### src/rtl/sram_rw_ctrl.sv
// sram_rw_ctrl
// Request front-end for a single-port SRAM macro with a one-cycle read latency.
// Independent write and read request channels (valid/ready) are arbitrated onto
// the one SRAM port. When both channels compete, a toggling priority bit decides
// the winner. Addresses are range-checked. Read data comes back on a buffered
// response channel that tolerates backpressure.
//
// Ports
//   clock, reset            sole clock (rising edge); synchronous active-high reset
//   wr_valid/wr_ready       write request handshake; wr_addr, wr_data payload
//   rd_valid/rd_ready       read request handshake; rd_addr payload
//   resp_valid/resp_ready   read response handshake; resp_data, resp_err payload
//   wr_oor_cnt              saturating count of dropped out-of-range writes
//   sram_en, sram_wmode     macro enable and write mode (1 = write)
//   sram_addr, sram_wdata   macro address and write data
//   sram_rdata              macro read data, valid in the cycle after a read issue
module sram_rw_ctrl #(
  parameter int ADDR_WIDTH = 14,
  parameter int DATA_WIDTH = 64,
  parameter int DEPTH      = 12288,
  parameter int RESP_DEPTH = 2
) (
  input  logic                  clock,
  input  logic                  reset,
  input  logic                  wr_valid,
  output logic                  wr_ready,
  input  logic [ADDR_WIDTH-1:0] wr_addr,
  input  logic [DATA_WIDTH-1:0] wr_data,
  input  logic                  rd_valid,
  output logic                  rd_ready,
  input  logic [ADDR_WIDTH-1:0] rd_addr,
  output logic                  resp_valid,
  input  logic                  resp_ready,
  output logic [DATA_WIDTH-1:0] resp_data,
  output logic                  resp_err,
  output logic [15:0]           wr_oor_cnt,
  output logic                  sram_en,
  output logic                  sram_wmode,
  output logic [ADDR_WIDTH-1:0] sram_addr,
  output logic [DATA_WIDTH-1:0] sram_wdata,
  input  logic [DATA_WIDTH-1:0] sram_rdata
);

  localparam int CW = $clog2(RESP_DEPTH + 1);
  localparam logic [ADDR_WIDTH:0] DEPTH_L      = (ADDR_WIDTH + 1)'(DEPTH);
  localparam logic [CW:0]         RESP_DEPTH_L = (CW + 1)'(RESP_DEPTH);

  // Response FIFO is a shift register: entry 0 is always the head, so the
  // response outputs come straight from flops and stay put while stalled.
  logic [DATA_WIDTH-1:0] fifo_data_r [RESP_DEPTH];
  logic                  fifo_err_r  [RESP_DEPTH];
  logic [CW-1:0]         fifo_count_r;
  logic [DATA_WIDTH-1:0] fifo_data_s [RESP_DEPTH];
  logic                  fifo_err_s  [RESP_DEPTH];
  logic [DATA_WIDTH-1:0] fifo_up_data_s [RESP_DEPTH];
  logic                  fifo_up_err_s  [RESP_DEPTH];
  logic [CW-1:0]         fifo_count_s;
  logic [CW-1:0]         push_idx_s;
  logic [DATA_WIDTH-1:0] push_data_s;

  logic                  inflight_r;
  logic                  inflight_err_r;
  logic                  prio_wr_r;

  logic                  pop_s;
  logic [CW:0]           occ_s;
  logic                  rd_can_s;
  logic                  rd_elig_s;
  logic                  wr_fire_s;
  logic                  rd_fire_s;
  logic                  wr_inr_s;
  logic                  rd_inr_s;

  assign resp_valid = (fifo_count_r != {CW{1'b0}});
  assign resp_data  = fifo_data_r[0];
  assign resp_err   = fifo_err_r[0];
  assign pop_s      = resp_valid & resp_ready;
  assign wr_inr_s   = ({1'b0, wr_addr} < DEPTH_L);
  assign rd_inr_s   = ({1'b0, rd_addr} < DEPTH_L);

  // Read admission and arbitration. A ready never looks at its own valid, only
  // at the other channel's valid, so there is no combinational loop through
  // the requester.
  always_comb begin
    occ_s     = {1'b0, fifo_count_r} + (CW + 1)'(inflight_r) - (CW + 1)'(pop_s);
    rd_can_s  = (occ_s < RESP_DEPTH_L);
    rd_elig_s = rd_valid & rd_can_s;
    wr_ready  = 1'b0;
    rd_ready  = 1'b0;
    if (reset) begin
      wr_ready = 1'b0;
      rd_ready = 1'b0;
    end else begin
      wr_ready = ~rd_elig_s | prio_wr_r;
      rd_ready = rd_can_s & (~wr_valid | ~prio_wr_r);
    end
    wr_fire_s = wr_valid & wr_ready;
    rd_fire_s = rd_valid & rd_ready;
  end

  // Drive the macro port in the accept cycle; out-of-range requests keep it idle.
  always_comb begin
    sram_en    = 1'b0;
    sram_wmode = 1'b0;
    sram_addr  = rd_addr;
    sram_wdata = wr_data;
    if (wr_fire_s) begin
      sram_en    = wr_inr_s;
      sram_wmode = 1'b1;
      sram_addr  = wr_addr;
    end else if (rd_fire_s) begin
      sram_en    = rd_inr_s;
    end else begin
      sram_en    = 1'b0;
    end
  end

  // Next FIFO state: a pop shifts toward the head, and a push lands just behind
  // the surviving entries. This lets a push and a pop share a cycle.
  always_comb begin
    push_idx_s   = fifo_count_r - CW'(pop_s);
    fifo_count_s = fifo_count_r + CW'(inflight_r) - CW'(pop_s);
    push_data_s  = inflight_err_r ? {DATA_WIDTH{1'b0}} : sram_rdata;
    for (int i = 0; i < RESP_DEPTH - 1; i++) begin
      fifo_up_data_s[i] = fifo_data_r[i+1];
      fifo_up_err_s[i]  = fifo_err_r[i+1];
    end
    fifo_up_data_s[RESP_DEPTH-1] = {DATA_WIDTH{1'b0}};
    fifo_up_err_s[RESP_DEPTH-1]  = 1'b0;
    for (int i = 0; i < RESP_DEPTH; i++) begin
      fifo_data_s[i] = fifo_data_r[i];
      fifo_err_s[i]  = fifo_err_r[i];
      if (inflight_r && (CW'(i) == push_idx_s)) begin
        fifo_data_s[i] = push_data_s;
        fifo_err_s[i]  = inflight_err_r;
      end else if (pop_s) begin
        fifo_data_s[i] = fifo_up_data_s[i];
        fifo_err_s[i]  = fifo_up_err_s[i];
      end else begin
        fifo_data_s[i] = fifo_data_r[i];
        fifo_err_s[i]  = fifo_err_r[i];
      end
    end
  end

  // FIFO storage and occupancy registers.
  always_ff @(posedge clock) begin
    if (reset) begin
      fifo_count_r <= {CW{1'b0}};
      for (int i = 0; i < RESP_DEPTH; i++) begin
        fifo_data_r[i] <= {DATA_WIDTH{1'b0}};
        fifo_err_r[i]  <= 1'b0;
      end
    end else begin
      fifo_count_r <= fifo_count_s;
      for (int i = 0; i < RESP_DEPTH; i++) begin
        fifo_data_r[i] <= fifo_data_s[i];
        fifo_err_r[i]  <= fifo_err_s[i];
      end
    end
  end

  // In-flight stage, conflict priority and out-of-range write counter.
  always_ff @(posedge clock) begin
    if (reset) begin
      inflight_r     <= 1'b0;
      inflight_err_r <= 1'b0;
      prio_wr_r      <= 1'b1;
      wr_oor_cnt     <= 16'h0000;
    end else begin
      inflight_r     <= rd_fire_s;
      inflight_err_r <= rd_fire_s & ~rd_inr_s;
      // Priority flips only when both channels were actually competing.
      if (wr_valid && rd_elig_s) begin
        prio_wr_r <= ~prio_wr_r;
      end else begin
        prio_wr_r <= prio_wr_r;
      end
      if (wr_fire_s && !wr_inr_s && (wr_oor_cnt != 16'hFFFF)) begin
        wr_oor_cnt <= wr_oor_cnt + 16'h0001;
      end else begin
        wr_oor_cnt <= wr_oor_cnt;
      end
    end
  end

endmodule

### config.mk
export PLATFORM = sky130hd
export DESIGN_NAME = sram_rw_ctrl
export DESIGN_NICKNAME = d
export VERILOG_FILES = /design/src/rtl/sram_rw_ctrl.sv
export SDC_FILE = /design/constraint.sdc
export NUM_CORES = 1
export LEC_CHECK = 0
export BUFFER_PORTS_ARGS = -buffer_cell sky130_fd_sc_hd__buf_2
export CORE_MARGIN = 2
export CORE_UTILIZATION = 40
export DETAILED_ROUTE_END_ITERATION = 8
export GPL_ROUTABILITY_DRIVEN = 0
export PLACE_DENSITY_LB_ADDON = 0.25
export SYNTH_ARGS = -nofsm -noshare
export SYNTH_HDL_FRONTEND = slang
export SYNTH_SLANG_ARGS = --single-unit
### constraint.sdc
create_clock -name clock -period 4.7 [get_ports clock]
set_clock_uncertainty 0.1 [all_clocks]
set_input_delay 0.94 -clock clock [delete_from_list [all_inputs] [get_ports clock]]
set_output_delay 0.94 -clock clock [all_outputs]
set_load 0.02 [all_outputs]
* After elaboration in Yosys (flattened, before gate mapping)
Memory sizes are Yosys's and may differ from the RTL's.
Index checks and enable logic that the tools add are counted.
** Word-level totals
- Register bits after elaboration :: 21
- Memory bits (writable) :: 130
- Input bits :: 161
- Output and inout port bits :: 164
- Word-level logic and storage cells :: 64
- Memories kept :: 2
** Operators by class
- $add $sub $neg :: 6
- $lt $le $gt $ge :: 3
- Equal/unequal tests :: 2
- Mux-type cells :: 22
- Bitwise operators :: 16
- Reduce and logical (&&, ||, !) cells :: 8
** Memory list
- fifo_data_r :: depth 2, bits a word 64, read ports 2, clocked after memory_dff 0, write ports 2, RTL line 50 : logic [DATA_WIDTH-1:0] fifo_data_r [RESP_DEPTH];
- fifo_err_r :: depth 2, bits a word 1, read ports 2, clocked after memory_dff 0, write ports 2, RTL line 51 : logic fifo_err_r [RESP_DEPTH];
** Operators with widths (count)
- 64-bit two-way mux :: 7
- 14-bit < comparator, second input constant :: 2
- 16-bit by 1-bit adder with 16-bit output, second input constant :: 1
- 16-bit != test, second input constant :: 1
- 1-bit two-way mux :: 14
- 14-bit two-way mux :: 1
- 1-bit AND :: 6
- 1-bit OR :: 6
- 1-bit logical AND :: 5
- 1-bit NOT :: 4
- 2-bit by 1-bit subtractor with 2-bit output :: 2
- 2-bit by 1-bit adder with 3-bit output :: 1
- 3-bit by 2-bit < comparator with 1-bit output, second input constant :: 1
- 3-bit by 1-bit subtractor with 3-bit output :: 1
- 2-bit by 1-bit adder with 2-bit output :: 1
- 1-bit by 2-bit == test with 1-bit output, first input constant :: 1
- 2-bit zero test :: 1
- 2-bit nonzero test :: 1
- 1-bit zero test :: 1

* Logic depth before layout (Yosys ltp)
Gate-level depths: netlist of the first run.
- Word-level depth :: 11
- Depth in mapped cells :: 15
- Gate-level depth less buffers :: 12

* Worst setup path after synthesis of the first run
Ideal clock, no wire load.
- Kind :: input port to output port
- Start :: input port resp_ready
- End :: output port sram_addr[10]
- Arrival :: 3.876 ns
- Required time :: 3.660 ns
- Path slack :: -0.216 ns
- Stages :: 13
- Buffers on the path :: 2
- Cells stage by stage :: nand2_1 > inv_1 > clkbuf_1 > ha_1 > inv_1 > ha_1 > inv_1 > fa_1 > and3b_1 > a21oi_1 > nand2_1 > buf_4 > mux2_1
** Between the ends
- Word-level cells in the longest chain between the ends :: 9
** RTL lines
- start: declaration :: RTL line 33 : input logic resp_ready,
- 1-bit AND :: RTL line 77 : assign pop_s = resp_valid & resp_ready;
- 3-bit by 1-bit subtractor with 3-bit output :: RTL line 85 : occ_s = {1'b0, fifo_count_r} + (CW + 1)'(inflight_r) - (CW + 1)'(pop_s);
- 3-bit by 2-bit < comparator with 1-bit output :: RTL line 86 : rd_can_s = (occ_s < RESP_DEPTH_L);
- 1-bit AND :: RTL line 87 : rd_elig_s = rd_valid & rd_can_s;
- 1-bit NOT :: RTL line 94 : wr_ready = ~rd_elig_s | prio_wr_r;
- 1-bit OR :: RTL line 94
- 1-bit two-way mux :: RTL line 90 : if (reset) begin
- via wr_ready :: RTL line 26 : output logic wr_ready,
- 1-bit AND :: RTL line 97 : wr_fire_s = wr_valid & wr_ready;
- 14-bit two-way mux :: RTL line 107 : if (wr_fire_s) begin
- end: declaration :: RTL line 39 : output logic [ADDR_WIDTH-1:0] sram_addr,
The timed path passes the listed nets, and every way through them passes these cells.

* Final worst setup path of the first run
- Start :: register fifo_count_r[1]
- End :: output port sram_addr[11]
** Between the ends
- Word-level cells in the longest chain between the ends :: 10
- Elaborated cells between the ends (all ways) :: 11
- Classes of those cells :: add/sub: 2; order compare: 1; mux: 2; bitwise: 5; reduce/logical: 1
** RTL lines
- start: declaration :: RTL line 52 : logic [CW-1:0] fifo_count_r;
- start signal: assignment :: RTL line 149 : fifo_count_r <= {CW{1'b0}};
- start signal: assignment :: RTL line 155 : fifo_count_r <= fifo_count_s;
- branches (longest 2 deep; another with 2-bit by 1-bit adder with 3-bit output)
- 3-bit by 1-bit subtractor with 3-bit output (*) :: RTL line 85
- 3-bit by 2-bit < comparator with 1-bit output (*) :: RTL line 86
- 1-bit AND (*) :: RTL line 87
- 1-bit NOT (*) :: RTL line 94
- 1-bit OR (*) :: RTL line 94
- 1-bit two-way mux (*) :: RTL line 90
- 1-bit AND (*) :: RTL line 97
- 14-bit two-way mux (*) :: RTL line 107
Every way passes the cells marked *.

==> run summary, run 1 <==
primary flip-flop cell chosen by synthesis mapping: dfxtp_1
number of enable flip-flop cells after synthesis: 0
clk_lat worst skew: 0.42 ns
Total Wirelength: 19300 um
Mapped Area: 7900 um^2
Synth top area share: 0.383
Max Fclk: 224 MHz
Design Area, Final: 8640 um^2
crit path launch type: flip-flop
antenna violations before repair: 1
final setup violating endpoints: 0
Area growth, synth to finish: 9.48%
final number of hold-violating endpoints: 0
cell breakdown of the critical path: or2_2, nand2_4, inv_2, ha_1, inv_1, ha_1, inv_1, fa_1, and3b_1, a21oi_2, nand2_1, buf_6, mux2_1, buf_2
post-placement cell area: 8040 um^2
drt drc: 0
CP max stage delay: 0.55 ns
Power Density: 493 nW/um^2
Mean Syn Cell Area: 7.89 um^2
period utilisation layout: 0.949
Worst VDD drop: 0.000232 V
Cell variety after synth: 46
CTS root buf: clkbuf_16
Slew headroom: 0.398
Post-synth ARST share: 0
TritonCTS Buffers: 17
Via density: 5.07
DP Cell Count: 1270
nets@finish: 1190
clock sinks: 151
Hold Path Class: flip-flop to flip-flop
unrepaired setup endpoints after global routing: false
ratio of cells with drive above 1 in the final layout: 0.259
TNS Setup: 0 ns
post-route ant nets: 0
CP arrival: 3.42 ns
MaxCap Viol Count: 0
critical path type: flip-flop to primary output
CP max-delay cell: fa_1
Non-Filler Instances: 1303
Pins Over Slew Limit: 0
Die X-Extent: 144 um
syn nets: 1167
pin count of the biggest net entering global routing: 86
# Post-CTS Setup Buffers: 0
Die H: 144 um
min Tclk post-route: 4.46 ns
most instantiated library cell after synthesis: nand2_1
IO Count: 325
top cells by area, synth: dfxtp_1 (38%), buf_4 (12%), nand2_1 (9.5%)
Yosys warning count: 0
H-tree levels: 4
GRT Resource Usage Total: 0.180
Least-Margin Pin Slew: 0.903 ns
clk buf depth: 2
cell leakage power: 3.39 nW
WL/cell: 14.8 um
# port buffers: 196
vias in the first global route: 5872
first-pass GRT wire length: 30000 um
initial core utilization: 0.407
Initial DRT Pass Iterations: 5
core area: 19400 um^2
die area: 20900 um^2
CTS tree: done
Synth area leader: dfxtp_1
status: finished clean
Post-CTS Hold Fix Bufs: 0
hpwl dp: 11700 um
cts repair resizes: 0
Crit path max-delay family: adder cells
global route overflow: 0
post-layout util: 0.446
CP Data Required Time: 3.66 ns
# rows: 51
Post-Syn Instances: 1001
Vias: 6601
initial DRC count: 315
critical path fanouts, max: 16
Worst Setup End Kind: primary output
Yosys reg bits: 151
sum of buffers and inverters on the critical path: 5
clk slew on worst S/H paths: 0.06 ns
Seq/Total Area, Yosys: 0.383
list of most frequent post-synthesis cells: nand2_1 (200), dfxtp_1 (151), buf_4 (129)
state kept, by name (all words and copies together), names as in the netlist:
| name | flops |
|---|---|
| fifo_count_r | 2 |
| fifo_data_r | 128 |
| fifo_err_r | 2 |
| inflight_err_r | 1 |
| inflight_r | 1 |
| prio_wr_r | 1 |
| wr_oor_cnt | 16 |
metrics by stage:
step                      worst slack (ns)  power [mW]  hold WS (ns)
after floorplan                     0.0839        2.75         0.348
after global placement               0.330        2.91         0.354
after detailed placement             0.289        2.92         0.358
after CTS                            0.167        4.31         0.368
after global routing                0.0282        4.52         0.383
final                                0.238        4.26         0.366
per-layer routing:
layer | vias up | wire [um] | GRT usage
met1 | 3076 | 9520 | 0.249
met4 | 0 | 280 | 0.0547
li1 | 3311 | - | -
met3 | 34 | 1160 | 0.0470
met2 | 180 | 8320 | 0.273
met5 | - | 0 | 0
worst register-to-register path: stages (launching register included):
cell and delay, ns:
dfxtp_1 0.37, or2_2 0.35, nand2_4 0.08, inv_2 0.04, ha_1 0.25, inv_1 0.05, ha_1 0.13, inv_1 0.05
fa_1 0.50, and3b_1 0.23, a21o_1 0.41, nor4b_1 0.48, mux2_1 0.37
cells by family (layout without fill, tap and decap cells):
group | after synthesis | after routing | synth area share
muxes | 23 | 23 | 0.0338
adders and majority gates | 5 | 5 | 0.00888
xor gates and xnor gates | 3 | 3 | 0.00333
buffers and inverters | 215 | 251 | 0.170
AOI/OAI and AO/OA | 149 | 149 | 0.130
other | 0 | 1 | 0
DFF | 151 | 151 | 0.383
and+or+nand+nor | 455 | 455 | 0.271
area by class of cell:
cell class	instances	area, um^2
repair buffers	209	1100
clock buffers	17	425
diodes	1	2.50
fillers	2000	10800
multi-input cells	635	3560
well taps	265	332
inverters	10	37.5
clock inverters	15	168
flip-flops and latches	151	3020
final timing paths:
path | depth (start not counted) | slack [ns] | startpoint | end
worst max-delay path | 14 | 0.24 | fifo_count_r[1] | sram_addr[11]
worst min-delay path | 2 | 0.37 | fifo_data_r[0][85] | fifo_data_r[0][85]
worst max register to register | 12 | 1.18 | fifo_count_r[1] | wr_oor_cnt[5]
worst min register to register | 2 | 0.37 | fifo_data_r[0][85] | fifo_data_r[0][85]
cells in the final DEF, fill, tap and decap left out, types with 2 or more instances in the layout:
| cell | n |
|---|---|
| o41ai_1 | 2 |
| mux2_1 | 9 |
| and3_1 | 2 |
| nand3_1 | 70 |
| nor4_1 | 3 |
| nand4_1 | 6 |
| clkbuf_16 | 17 |
| nor4_2 | 2 |
| dfxtp_1 | 150 |
| o21ai_0 | 2 |
| buf_4 | 12 |
| inv_6 | 3 |
| nand3b_1 | 2 |
| nand2_1 | 199 |
| inv_1 | 9 |
| clkinvlp_4 | 6 |
| mux2_2 | 12 |
| nor2b_1 | 74 |
| nand4_2 | 2 |
| mux2_4 | 2 |
| nor4b_1 | 3 |
| ha_1 | 4 |
| nor3_1 | 3 |
| nor2_1 | 76 |
| bufinv_16 | 2 |
| buf_2 | 195 |
| a311oi_1 | 65 |
| a21oi_1 | 71 |
| xnor2_1 | 2 |
| a21o_1 | 2 |
| inv_8 | 2 |
| o311ai_0 | 2 |
| nor4_4 | 2 |
where the power goes:
part | switching [mW] | internal (mW)
Clock | 0.585 | 0.793
Combinational | 0.900 | 0.419
Sequential | 0.104 | 1.46
Total | 1.59 | 2.68
Note: power is estimated with default switching activity, not from simulation.
==> run 2: changes to the inputs <==
--- a/config.mk
+++ b/config.mk
@@ -6,8 +6,9 @@
 export NUM_CORES = 1
 export LEC_CHECK = 0
 export BUFFER_PORTS_ARGS = -buffer_cell sky130_fd_sc_hd__buf_2
+export CORE_ASPECT_RATIO = 0.9
 export CORE_MARGIN = 2
-export CORE_UTILIZATION = 40
+export CORE_UTILIZATION = 49
 export DETAILED_ROUTE_END_ITERATION = 8
 export GPL_ROUTABILITY_DRIVEN = 0
 export PLACE_DENSITY_LB_ADDON = 0.25
==> run 2 against run 1 <==
  * Hold slack worse by 0.00064 ns
  * Count of clock-buffer cells in the layout is 3 higher
  * Sequential power hardly changed
  * Worst setup slack better by 0.025 ns
  * Combinational power hardly changed
  * First-iteration DRC count is 30% higher
  * Cell count is 4.5% lower
  * Die area is 18% lower
  * Global-route usage is 3.2 points higher
  * Power hardly changed
  * Flip-flop and latch count stayed put
  * Critical path type unchanged
  * Largest power group unchanged
==> run summary, run 2 (same netlist as run 1, synthesis figures left out) <==
first-pass GRT wire length: 29100 um (-2.8%)
status: finished clean
hpwl dp: 11400 um (-2.6%)
final number of hold-violating endpoints: 0 (unchanged)
pin count of the biggest net entering global routing: 115 (+34%)
Worst VDD drop: 0.000280 V (+21%)
final setup violating endpoints: 0 (unchanged)
Die X-Extent: 138 um (-4.6%)
Least-Margin Pin Slew: 1.02 ns (+0.116 ns)
Total Wirelength: 18400 um (-4.7%)
Vias: 6617 (+0.24%)
setup slack, reg-to-reg: 1.20 ns (+0.02 ns)
Worst Setup End Kind: primary output
Area growth, synth to finish: 8.65%
Max Fclk: 225 MHz (+0.57%)
most frequent cells in the layout: nand2_1 (199), buf_2 (195), dfxtp_1 (150)
CP startpoint: fifo_count_r[1]
Design Area, Final: 8580 um^2 (-0.75%)
Pins Over Slew Limit: 0 (unchanged)
# port buffers: 196 (unchanged)
WL/cell: 14.8 um (-0.13%)
crit path launch type: flip-flop
drt drc: 0 (unchanged)
critical path type: flip-flop to primary output
commonest non-fill, non-tap cell in the layout: nand2_1
largest register by flop count: fifo_data_r
post-layout util: 0.537 (+0.0917)
post-placement cell area: 7980 um^2 (-0.84%)
Fillers: 1521 (-24%)
Post-CTS Hold Fix Bufs: 0 (unchanged)
core area: 16000 um^2 (-18%)
hold_sp: fifo_data_r[0][91]
global route overflow: 0 (unchanged)
worst slack at placement: 0.326 ns (+0.0366 ns)
# rows: 44 (-14%)
GRT Resource Usage Total: 0.212 (+0.0323)
initial DRC count: 410 (+30%)
IO Count: 325 (unchanged)
period utilisation layout: 0.944 (-0.00540)
H-tree levels: 4 (unchanged)
min Tclk post-route: 4.44 ns (-0.0254 ns)
die area: 17100 um^2 (-18%)
clk_lat worst skew: 0.42 ns (about the same)
vias in the first global route: 5801 (-1.2%)
TritonCTS Buffers: 17 (unchanged)
Reg-to-Reg Start: fifo_count_r[1]
Via density: 5.32 (+5.0%)
nets@finish: 1189 (-0.084%)
TNS Setup: 0 ns (unchanged)
clk slew on worst S/H paths: 0.06 ns (about the same)
ratio of cells with drive above 1 in the final layout: 0.258 (-0.00168)
R2R Path End: wr_oor_cnt[15]
Regs by FF count: fifo_data_r: 128 flops, wr_oor_cnt: 16 flops
Power Density: 497 nW/um^2 (+0.66%)
worst hold stages: 2 (unchanged)
antenna violations before repair: 1 (unchanged)
worst reg-to-reg path cell count: 12 (unchanged)
hold_ws: 0.365 ns (-0.000636 ns)
CTS tree: done
initial core utilization: 0.495 (+0.0875)
Slew headroom: 0.320 (-0.0774)
WHS Endpoint: fifo_data_r[0][91]
post-route ant nets: 0 (unchanged)
setup ws final: 0.264 ns (+0.0254 ns)
critical path fanouts, max: 16 (unchanged)
clk buf depth: 2 (unchanged)
clock sinks: 151 (unchanged)
MaxCap Viol Count: 0 (unchanged)
CP arrival: 3.40 ns (-0.02 ns)
Hold Path Class: flip-flop to flip-flop
flip-flop count of the largest register after layout: 128 (unchanged)
cell leakage power: 3.40 nW (+0.40%)
CTS root buf: clkbuf_16
unrepaired setup endpoints after global routing: false
Initial DRT Pass Iterations: 5 (unchanged)
Die H: 124 um (-14%)
CP Data Required Time: 3.66 ns (about the same)
==> run 2: changes by cell type in the layout (fill, tap and decap cells not counted), sizes merged <==
| cell | before | now |
|---|---|---|
| clkinv | 2 | 6 |
| inv | 15 | 11 |
| buf | 209 | 208 |
| clkinvlp | 6 | 2 |
| bufinv | 2 | 3 |
| clkbuf | 17 | 20 |
==> run 2: layer usage <==
layer	track usage	up-vias	routed length [um]
li1	-	3319	-
met1	0.280	3072	8380
met5	0	-	0
met4	0.0642	0	281
met2	0.336	203	8630
met3	0.0586	23	1090
==> run 2: worst max-delay path by stage <==
stage / endpoint / slack [ns] / cells after the start
detailed placement: sram_addr[3] / 0.33 / 14
finish: sram_addr[3] / 0.26 / 14
global placement: sram_addr[3] / 0.37 / 14
CTS: sram_addr[3] / 0.19 / 14
floorplan: sram_addr[10] / 0.08 / 13
global route: sram_addr[13] / 0.02 / 14
==> run 2: final cells by class <==
cell class              instances  area (um^2)  area share
multi-input cells             635         3560       0.415
repair buffers                208         1100       0.128
flip-flops and latches        151         3020       0.353
diodes                          1         2.50    0.000292
well taps                     207          259      0.0302
clock inverters                12          151      0.0176
clock buffers                  20          447      0.0521
inverters                      10         37.5     0.00438
==> run 2: per-stage QoR <==
| stage | std cells | power (mW) |
|---|---|---|
| global placement | 1211 | 2.90 |
| finish | 1244 | 4.26 |
| floorplan | 1001 | 2.75 |
| CTS | 1243 | 4.30 |
| detailed placement | 1211 | 2.91 |
| global route | 1244 | 4.49 |
==> run 2: worst max-delay path: stages, from the launching register on <==
cell and delay [ns]:
dfxtp_1 0.36, or2_2 0.35, nand2_4 0.08, inv_2 0.04
ha_1 0.26, inv_1 0.05, ha_1 0.13, inv_1 0.04
fa_1 0.55, and3b_2 0.24, a21oi_2 0.07, nand2_1 0.07
buf_4 0.22, mux2_2 0.36, buf_2 0.16
==> run 2: timing repair <==
action / CTS / global route
endpoints found under the setup margin: 0 / 4
setup buffers: 0 / 0
gates resized for setup: 0 / 1
hold endpoints to repair: 0 / 0
==> run 2: power by group <==
part / internal (mW) / total, mW / switching [mW]
clock network: 0.849 / 1.39 / 0.537
registers: 1.46 / 1.57 / 0.104
logic: 0.419 / 1.31 / 0.888
total: 2.73 / 4.26 / 1.53
==> run 3: changes to the inputs <==
==> constraint.sdc (replaced) <==
create_clock -name clock -period 4.3 [get_ports clock]
set_clock_uncertainty 0.1 [all_clocks]
set_input_delay 0.86 -clock clock [delete_from_list [all_inputs] [get_ports clock]]
set_output_delay 0.86 -clock clock [all_outputs]
set_load 0.02 [all_outputs]
==> run 3 against run 2 <==
  * First-iteration DRC count increased by 5.9%
  * Non-clock buffer count increased by 3
  * Flip-flop and latch count unchanged
  * Count of clock-buffer cells in the layout decreased by 3
  * Wire length increased by 0.39%
  * Combinational power increased by 14%
  * Die area unchanged
  * Cell count increased by 0.24%
  * Cell area increased by 0.34%
  * Sequential power increased by 9.6%
  * Power increased by 6.7%
  * Critical path depth decreased by 1
  * Critical path type unchanged
  * Largest cell class unchanged
  * Largest power group unchanged
==> run summary, run 3 (same netlist as run 1, synthesis figures left out) <==
status: finished clean
MaxCap Viol Count: 0 (unchanged)
Worst Setup End Kind: primary output
initial core utilization: 0.495 (unchanged)
post-placement cell area: 7990 um^2 (+0.22%)
Worst VDD drop: 0.000341 V (+22%)
Slew headroom: 0.438 (+0.118)
critical path type: flip-flop to primary output
switching portion of total power: 0.376 (+0.0169)
sum of buffers and inverters on the critical path: 4 (-1)
clock share of power: 0.294 (-0.031)
global route overflow: 0 (unchanged)
# rows: 44 (unchanged)
final number of hold-violating endpoints: 0 (unchanged)
setup slack, reg-to-reg: 0.82 ns (-0.38 ns)
vias in the first global route: 5879 (+1.3%)
clk_lat worst skew: 0.42 ns (about the same)
cell leakage power: 3.40 nW (about the same)
Regs by FF count: fifo_data_r: 128 flops, wr_oor_cnt: 16 flops
largest register by flop count: fifo_data_r
post-route ant nets: 0 (unchanged)
final setup violating endpoints: 0 (unchanged)
antenna cells: 0 (-1)
ratio of cells with drive above 1 in the final layout: 0.276 (+0.0182)
min Tclk post-route: 4.17 ns
Via density: 5.32 (about the same)
Least-Margin Pin Slew: 0.836 ns (-0.184 ns)
Max Fclk: 240 MHz
worst reg-to-reg path cell count: 13 (+1)
Total Wirelength: 18500 um (+0.39%)
Pins Over Slew Limit: 0 (unchanged)
clk buf depth: 2 (unchanged)
first-pass GRT wire length: 29400 um (+0.97%)
P_int: 2.84 mW (+3.9%)
commonest non-fill, non-tap cell in the layout: nand2_1
Hold Path Class: flip-flop to flip-flop
critical path fanouts, max: 8 (-8)
TritonCTS Buffers: 17 (unchanged)
initial DRC count: 434 (+5.9%)
pin count of the biggest net entering global routing: 131 (+14%)
drt drc: 0 (unchanged)
clock sinks: 151 (unchanged)
Design Area, Final: 8610 um^2 (+0.34%)
CP startpoint: fifo_count_r[0]
crit path launch type: flip-flop
Area growth, synth to finish: 9.02%
flip-flop count of the largest register after layout: 128 (unchanged)
Crit path max-delay family: adder cells
Vias: 6637 (+0.30%)
CTS tree: done
hpwl dp: 11300 um (-1.1%)
nets@finish: 1193 (+0.34%)
Die H: 124 um (unchanged)
Power Density: 528 nW/um^2 (+6.4%)
cell breakdown of the critical path: or2_4, nand2_4, inv_2, ha_4, inv_1, ha_2, inv_2, fa_1, and3b_2, a21oi_4, nand2_4, mux2_4, buf_6
most frequent cells in the layout: nand2_1 (198), buf_2 (194), dfxtp_1 (148)
Die X-Extent: 138 um (unchanged)
TNS Setup: 0 ns (unchanged)
Setup crit end: sram_addr[7]
CP max-delay cell: fa_1
critical path depth: 13 (-1)
unrepaired setup endpoints after global routing: false
antenna violations before repair: 0 (-1)
worst slack at placement: 0.118 ns (-0.208 ns)
IO Count: 325 (unchanged)
register share of total power: 0.377 (+0.009)
Initial DRT Pass Iterations: 5 (unchanged)
Reg-to-Reg Start: fifo_count_r[0]
CP arrival: 3.21 ns (-0.19 ns)
die area: 17100 um^2 (unchanged)
CP Data Required Time: 3.34 ns (-0.32 ns)
WL/cell: 14.8 um (+0.14%)
Combinational Power Share: 0.328 (+0.021)
Total Power: 4.55 mW (+6.7%)
Post-CTS Hold Fix Bufs: 0 (unchanged)
CTS root buf: clkbuf_16
P_sw: 1.71 mW (+12%)
CP max stage delay: 0.49 ns (-0.06 ns)
core area: 16000 um^2 (unchanged)
R2R Path End: wr_oor_cnt[5]
GRT Resource Usage Total: 0.213 (+0.00109)
# port buffers: 196 (unchanged)
H-tree levels: 4 (unchanged)
period utilisation layout: 0.970
clk slew on worst S/H paths: 0.06 ns (about the same)
setup ws final: 0.131 ns (-0.133 ns)
==> run 3: cell types whose count changed in the layout (fill, tap and decap cells not counted), sizes merged <==
cell | before | now
clkinvlp | 2 | 5
diode | 1 | 0
nand2 | 200 | 201
clkinv | 6 | 8
clkbuf | 20 | 17
bufinv | 3 | 0
inv | 11 | 12
buf | 208 | 211
==> run 3: repair_timing <==
| action | CTS | global route |
|---|---|---|
| endpoints found under the hold margin | 0 | 0 |
| cloned | 0 | 1 |
| endpoints found under the setup margin | 14 | 15 |
| resized for setup | 1 | 12 |
| buffers inserted | 0 | 3 |
| pin swaps | 0 | 6 |
==> run 3: worst min path at each step <==
stage	end	startpoint	depth (start not counted)	slack, ns
6_report	fifo_data_r[0][71]	fifo_data_r[0][71]	2	0.36
3_5_place_dp	fifo_data_r[0][90]	fifo_data_r[0][90]	2	0.36
3_3_place_gp	fifo_data_r[0][82]	fifo_data_r[0][82]	2	0.35
4_1_cts	fifo_data_r[0][80]	fifo_data_r[0][80]	2	0.37
5_1_grt	fifo_data_r[0][126]	fifo_data_r[0][126]	2	0.38
2_1_floorplan	fifo_data_r[0][100]	fifo_data_r[0][100]	2	0.35
==> run 3: cell type report <==
type                            count  area [um^2]
Sequential cell                   151         3030
Multi-Input combinational cell    636         3620
Fill cell                        1565         7360
Timing Repair Buffer              211         1130
Inverter                           10         37.5
Tap cell                          207          259
Clock inverter                     15          106
Clock buffer                       17          425
==> run 3: power groups by stage <==
stage          logic (mW)  clock network (mW)  registers (mW)
2_1_floorplan        1.32                   0            1.71
3_3_place_gp         1.46                   0            1.75
3_5_place_dp         1.46                   0            1.75
4_1_cts              1.47                1.38            1.72
5_1_grt              1.64                1.44            1.74
6_report             1.49                1.34            1.72
==> run 3: metrics by stage <==
stage / utilization / hold slack [ns] / std cells
after floorplan: - / 0.348 / 1001
after detailed placement: 0.501 / 0.359 / 1211
final: 0.539 / 0.364 / 1247
after global placement: 0.501 / 0.354 / 1211
after global routing: 0.539 / 0.382 / 1247
after CTS: 0.534 / 0.367 / 1243
==> run 3: layer usage <==
metal	vias to the layer above	track usage	part of all wire
met1	3049	0.279	0.44
met4	0	0.0804	0.027
met3	40	0.0578	0.066
li1	3323	-	-
met5	-	0	0
met2	225	0.334	0.46
==> run 3: worst register-to-register path, delay by kind of cell (launching register included) <==
family | cells | cell delay [ns]
adders and majority gates | 3 | 0.85
DFF | 1 | 0.33
buffers and inverters | 4 | 0.30
and+or+nand+nor | 4 | 1.04
muxes | 1 | 0.35
AOI/OAI and AO/OA | 1 | 0.39
